$ cat src/rtl/pet_pkg.sv
// Shared definitions for the pet needs controller: state encoding, counter width
// and a lowest-set-bit helper used to pick which need gets served.
package pet_pkg;

    localparam int unsigned CNT_W = 12;

    localparam logic [1:0] ST_IDLE    = 2'd0;
    localparam logic [1:0] ST_NEEDY   = 2'd1;
    localparam logic [1:0] ST_ENGAGED = 2'd2;
    localparam logic [1:0] ST_CARING  = 2'd3;

    typedef enum logic [1:0] {
        StIdle    = ST_IDLE,
        StNeedy   = ST_NEEDY,
        StEngaged = ST_ENGAGED,
        StCaring  = ST_CARING
    } state_e;

    function automatic logic [2:0] lowest_set(input logic [7:0] v);
        logic [2:0] idx;
        idx = '0;
        for (int i = 7; i >= 0; i--) begin
            if (v[i]) idx = 3'(i);
        end
        return idx;
    endfunction

endpackage

$ cat src/rtl/pet_sec_prescaler.sv
// One-second strobe generator: counts 0..CLK_HZ-1, sec_tick is high for the
// single cycle in which the count has just wrapped back to 0.
module pet_sec_prescaler #(
    parameter int unsigned CLK_HZ = 50000000
) (
    input  logic clk,
    input  logic reset,
    output logic sec_tick
);

    localparam int unsigned PW = (CLK_HZ > 1) ? $clog2(CLK_HZ) : 1;

    logic [PW-1:0] cnt_q, cnt_d;
    logic          tick_q;
    logic          wrap;

    always_comb begin
        wrap  = (cnt_q == PW'(CLK_HZ - 1));
        cnt_d = wrap ? '0 : cnt_q + PW'(1);
    end

    always_ff @(posedge clk) begin
        if (reset) begin
            cnt_q  <= '0;
            tick_q <= 1'b0;
        end else begin
            cnt_q  <= cnt_d;
            tick_q <= wrap;
        end
    end

    assign sec_tick = tick_q;

endmodule

$ cat src/rtl/pet_needs_ctrl.sv
// Virtual-pet needs controller: per-need elapsed timers, pending flags and the
// IDLE/NEEDY/ENGAGED/CARING episode FSM. Define PET_PROX_GATE_EN to gate engage on proximity.
module pet_needs_ctrl
    import pet_pkg::*;
#(
    parameter int unsigned CLK_HZ      = 50000000,
    parameter int unsigned N_NEEDS     = 3,
    parameter int unsigned TIMEOUT_S   = 60,
    parameter int unsigned ENGAGE_TO_S = 10,
    parameter int unsigned NEAR_CM     = 5
) (
    input  logic               clk,
    input  logic               reset,
    input  logic               enable,
    input  logic [15:0]        dist_cm,
    input  logic               dist_valid,
    input  logic               engage,
    input  logic [N_NEEDS-1:0] act,
    input  logic               confirm,
    output logic [1:0]         state,
    output logic [N_NEEDS-1:0] need_flags,
    output logic [2:0]         cared_need,
    output logic [CNT_W-1:0]   worst_elapsed,
    output logic               sec_tick
);

    logic               tick;
    logic               engage_ok;
    logic               served;
    logic               any_flag;
    logic [N_NEEDS-1:0] clear;
    state_e             state_q, state_d;
    logic [CNT_W-1:0]   el_q [N_NEEDS];
    logic [CNT_W-1:0]   el_d [N_NEEDS];
    logic [N_NEEDS-1:0] flags_q, flags_d;
    logic [CNT_W-1:0]   eng_q, eng_d;
    logic [2:0]         cared_q, cared_d;
    logic [CNT_W-1:0]   worst_q, worst_d;

    pet_sec_prescaler #(
        .CLK_HZ(CLK_HZ)
    ) u_prescaler (
        .clk     (clk),
        .reset   (reset),
        .sec_tick(tick)
    );

`ifdef PET_PROX_GATE_EN
    logic near;
    assign near      = enable && dist_valid && (dist_cm <= 16'(NEAR_CM));
    assign engage_ok = engage && near;
`else
    logic unused_prox;
    assign unused_prox = ^{enable, dist_valid, dist_cm};
    assign engage_ok   = engage;
`endif

    assign any_flag = |flags_q;

    // Only the lowest-indexed act bit is honoured, and only while ENGAGED.
    always_comb begin
        served  = (state_q == StEngaged) && (|act);
        clear   = served ? (act & (~act + N_NEEDS'(1))) : '0;
        cared_d = served ? lowest_set(8'(act)) : cared_q;
    end

    always_comb begin
        for (int i = 0; i < N_NEEDS; i++) begin
            el_d[i]    = el_q[i];
            flags_d[i] = flags_q[i];
            if (clear[i]) begin
                el_d[i]    = '0;
                flags_d[i] = 1'b0;
            end else begin
                if (tick && (el_q[i] < CNT_W'(TIMEOUT_S))) el_d[i] = el_q[i] + CNT_W'(1);
                if (el_d[i] == CNT_W'(TIMEOUT_S)) flags_d[i] = 1'b1;
            end
        end
    end

    always_comb begin
        worst_d = '0;
        for (int i = 0; i < N_NEEDS; i++) begin
            if (el_q[i] > worst_d) worst_d = el_q[i];
        end
    end

    always_comb begin
        state_d = state_q;
        eng_d   = '0;
        unique case (state_q)
            StIdle: begin
                if (engage_ok)     state_d = StEngaged;
                else if (any_flag) state_d = StNeedy;
            end
            StNeedy: begin
                if (engage_ok) state_d = StEngaged;
            end
            StEngaged: begin
                if (served) begin
                    state_d = StCaring;
                end else if (tick) begin
                    if ((32'(eng_q) + 32'd1) >= ENGAGE_TO_S) state_d = any_flag ? StNeedy : StIdle;
                    else                                     eng_d   = eng_q + CNT_W'(1);
                end else begin
                    eng_d = eng_q;
                end
            end
            StCaring: begin
                if (confirm) state_d = any_flag ? StNeedy : StIdle;
            end
            default: state_d = StIdle;
        endcase
    end

    always_ff @(posedge clk) begin
        if (reset) begin
            state_q <= StIdle;
            flags_q <= '0;
            eng_q   <= '0;
            cared_q <= '0;
            worst_q <= '0;
            for (int i = 0; i < N_NEEDS; i++) el_q[i] <= '0;
        end else begin
            state_q <= state_d;
            flags_q <= flags_d;
            eng_q   <= eng_d;
            cared_q <= cared_d;
            worst_q <= worst_d;
            for (int i = 0; i < N_NEEDS; i++) el_q[i] <= el_d[i];
        end
    end

    assign state         = state_q;
    assign need_flags    = flags_q;
    assign cared_need    = cared_q;
    assign worst_elapsed = worst_q;
    assign sec_tick      = tick;

endmodule

$ cat config.mk
export PLATFORM = sky130hd
export DESIGN_NAME = pet_needs_ctrl
export DESIGN_NICKNAME = d
export VERILOG_FILES = /design/src/rtl/pet_pkg.sv /design/src/rtl/pet_sec_prescaler.sv /design/src/rtl/pet_needs_ctrl.sv
export SDC_FILE = /design/constraint.sdc
export NUM_CORES = 1
export LEC_CHECK = 0
export CORE_ASPECT_RATIO = 1.25
export CORE_UTILIZATION = 57
export CTS_CLUSTER_SIZE = 25
export DETAILED_ROUTE_END_ITERATION = 8
export PLACE_DENSITY_LB_ADDON = 0.25
export SLEW_MARGIN = 20
export SYNTH_ARGS = -nofsm -noshare
export SYNTH_HDL_FRONTEND = slang
export SYNTH_SLANG_ARGS = --single-unit
$ cat constraint.sdc
create_clock -name clk -period 5 [get_ports clk]
set_input_delay 1 -clock clk [delete_from_list [all_inputs] [get_ports clk]]
set_output_delay 1 -clock clk [all_outputs]
set_load 0.01 [all_outputs]
==> run metrics <==
status=finished, final reports clean; total clock sinks=94; placed cell area=0.00502 mm²; CTS Root Cell=clkbuf_8; FF-to-FF path depth=18; critical path class=reg -> reg; layout cell share with drive strength beyond 1=4.59%; Post-synth EDFFs=0; commonest cells after routing, fill and taps aside=dfxtp_1 (94), nor2_1 (73), a21oi_1 (36); part of the power in registers=60.9%; Max Cap Viol=0; DR vias=3,793; mapped cell area=0.00470 mm²; Main synth FF type=dfxtp_1; ANT cells=0; sequential share of the synthesized area=40.1%; Core ar.=0.00788 mm²; Worst Hold End=need_flags[2]; r2r setup slk=600 ps; Pins Over Slew Limit=0; Post-CTS Hold Buffers=0; clock latency on the worst-skew pair=360 ps; Non-Filler Instances=662; Max IR drop VDD=0.165 mV; DP Cell Count=646; worst slew pin tran=842 ps; initial core utilization=59.6%; crit-path max FO=12; layout net count=618; post_cts resized=0; Yosys warning count=0; drt drc=0; Tmin final=4400 ps; Synth Area per Inst=8.68 µm²; post-route cell area=0.00518 mm²; final HPWL from detailed placement=7.25 mm; Clock power frac=35.6%; Longest Clk Path Bufs=2; commonest non-fill, non-tap cell in the layout=dfxtp_1; CP startpoint kind=register; CTS tree=yes; DRT antenna net count=0; Final setup viols=0; Rows=36; width of the die=83.2 µm; Die Y-Extent=104 µm; Initial DRT Pass Iterations=4; Clock Skew=9.02 ps; IO buf count=26; Hold Crit Start=need_flags[2]; fin crit share=88.1%; Worst-path clk slew=80 ps; largest net degree at the start of global routing=22; H-tree levels=3; net switching power=0.000279 W; ys async rst share=0%; Die ar.=0.00861 mm²; Hold Vio Cnt, Final=0; hold slack=476 ps; Reg2Reg Launch Point=el_q[0][10]; Mapped Nets=597; Power Dens Cells=240 mW/mm²; cell count after synthesis=541; #FFs+latches synth=94; initial antenna violation count=0; total setup buffers inserted after CTS=0; Area Growth Syn to Fin=10.2%; Final Util=65.7%; final wirelength=9.60 mm; WP data required=5290 ps; total gr overflow=0; gr usage total=23.0%; Max Fclk=227 MHz; WL per Instance=14.5 µm; leak pwr=2.05 nW; unique cell type count in the Yosys netlist=55; Worst EP arrival=4690 ps; number of global-route vias before repair=3,571; Routability Congestion=0.871; worst hold path type=reg -> reg; Int Pwr=0.000965 W; critical path endpoint category=register; combinational share of power=3.5%; vias per std cell=5.73; num ports=46; reg2reg end=worst_elapsed[11]; hold depth=2; sw frac=22.4%; DRT iter0 DRCs=135; Slew headroom=43.6%; first-pass GRT wire length=16.2 mm; CTS Buf Count=9; Post-Route Setup TNS=0 ps; RSZ-0062 raised after global routing=no
synthesized netlist by cell type, types with 4 or more instances:
cell	n	area share (%)
a21o_1	11	1.8
a21oi_1	36	3.8
a31oi_1	4	0.53
and2_1	16	2.1
and3_1	7	0.93
and4_1	7	1.3
buf_2	4	0.43
clkbuf_1	13	1.0
dfxtp_1	94	40
ha_1	31	8.3
inv_1	33	2.6
mux2i_1	13	2.8
nand2_1	31	2.5
nand2b_1	8	1.1
nand3_1	19	2.0
nand4_1	20	2.7
nor2_1	73	5.8
nor2b_1	5	0.67
nor3_1	10	1.1
nor4_1	5	0.67
nor4b_1	4	0.75
o21ai_0	8	0.85
or3_1	6	0.80
xnor2_1	16	3.0
xor2_1	21	3.9
sequential cells by signal (all words and copies together) (netlist names):
| name | flops |
|---|---|
| eng_q | 12 |
| u_prescaler.cnt_q | 26 |
| need_flags | 3 |
| u_prescaler.sec_tick | 1 |
| worst_elapsed | 12 |
| state | 2 |
| el_q | 36 |
| cared_need | 2 |
routing by layer:
layer	wire length (µm)	GRT usage, %	part of all wire [%]	up-vias
li1	-	-	-	1930
met1	4130	26.3	43	1797
met2	5000	41.6	52	50
met3	266	3.43	2.8	16
met4	205	11.0	2.1	0
met5	0	0	0	-
power by group through the flow:
stage          logic (W)  registers [W]  clock network, W
6_report       0.0000438       0.000758          0.000443
5_1_grt        0.0000485       0.000758          0.000483
4_1_cts        0.0000441       0.000757          0.000449
3_5_place_dp   0.0000440       0.000775                 0
3_3_place_gp   0.0000430       0.000775                 0
2_1_floorplan  0.0000256       0.000775                 0
layout make-up:
type | instances | area [µm²]
Clock buffer | 15 | 156
Multi-Input combinational cell | 395 | 2610
Inverter | 33 | 124
Fill cell | 681 | 2700
Timing Repair Buffer | 29 | 283
Sequential cell | 94 | 1880
Tap cell | 95 | 119
Clock inverter | 1 | 5.00
worst max-delay path, cell delays in order, from the launching register on:
cell and delay, ps:
dfxtp_1 340, or4_4 550, nor3_4 210, nand3_1 100, nand2_1 120, ha_1 250
nor2b_1 140, o211ai_1 160, a211o_1 150, a31o_2 380, mux2_2 400, ha_1 300
nor2b_1 130, o211ai_1 90, a211o_1 270, a31oi_1 210, buf_4 180, inv_1 160
a21oi_1 200
worst max-delay path by stage:
stage                            from                end  slack (ps)  cells after the start
after CTS                 el_q[0][10]  worst_elapsed[11]         570                     18
after detailed placement  el_q[0][10]  worst_elapsed[11]         590                     18
after floorplan           el_q[0][10]   worst_elapsed[0]        1030                     18
after global placement    el_q[0][10]  worst_elapsed[11]         700                     18
after global routing      el_q[0][10]  worst_elapsed[11]         220                     18
final                     el_q[0][10]  worst_elapsed[11]         600                     18
cells by family after synthesis:
logic type,count (synthesis),share of synthesized area [%]
adders and majority gates,31,8.26
buffers and inverters,52,4.50
xor gates and xnor gates,37,6.90
DFF,94,40.1
AOI/OAI and AO/OA,85,11.7
muxes,16,3.49
and+or+nand+nor,225,25.0
other,1,0.0798
per-stage QoR:
stage	setup WS [ps]	power, W
3_5_place_dp	589	0.000819
2_1_floorplan	1030	0.000800
5_1_grt	219	0.00129
3_3_place_gp	696	0.000818
6_report	597	0.00124
4_1_cts	567	0.00125
No activity file was read; power rests on OpenSTA's default activity.
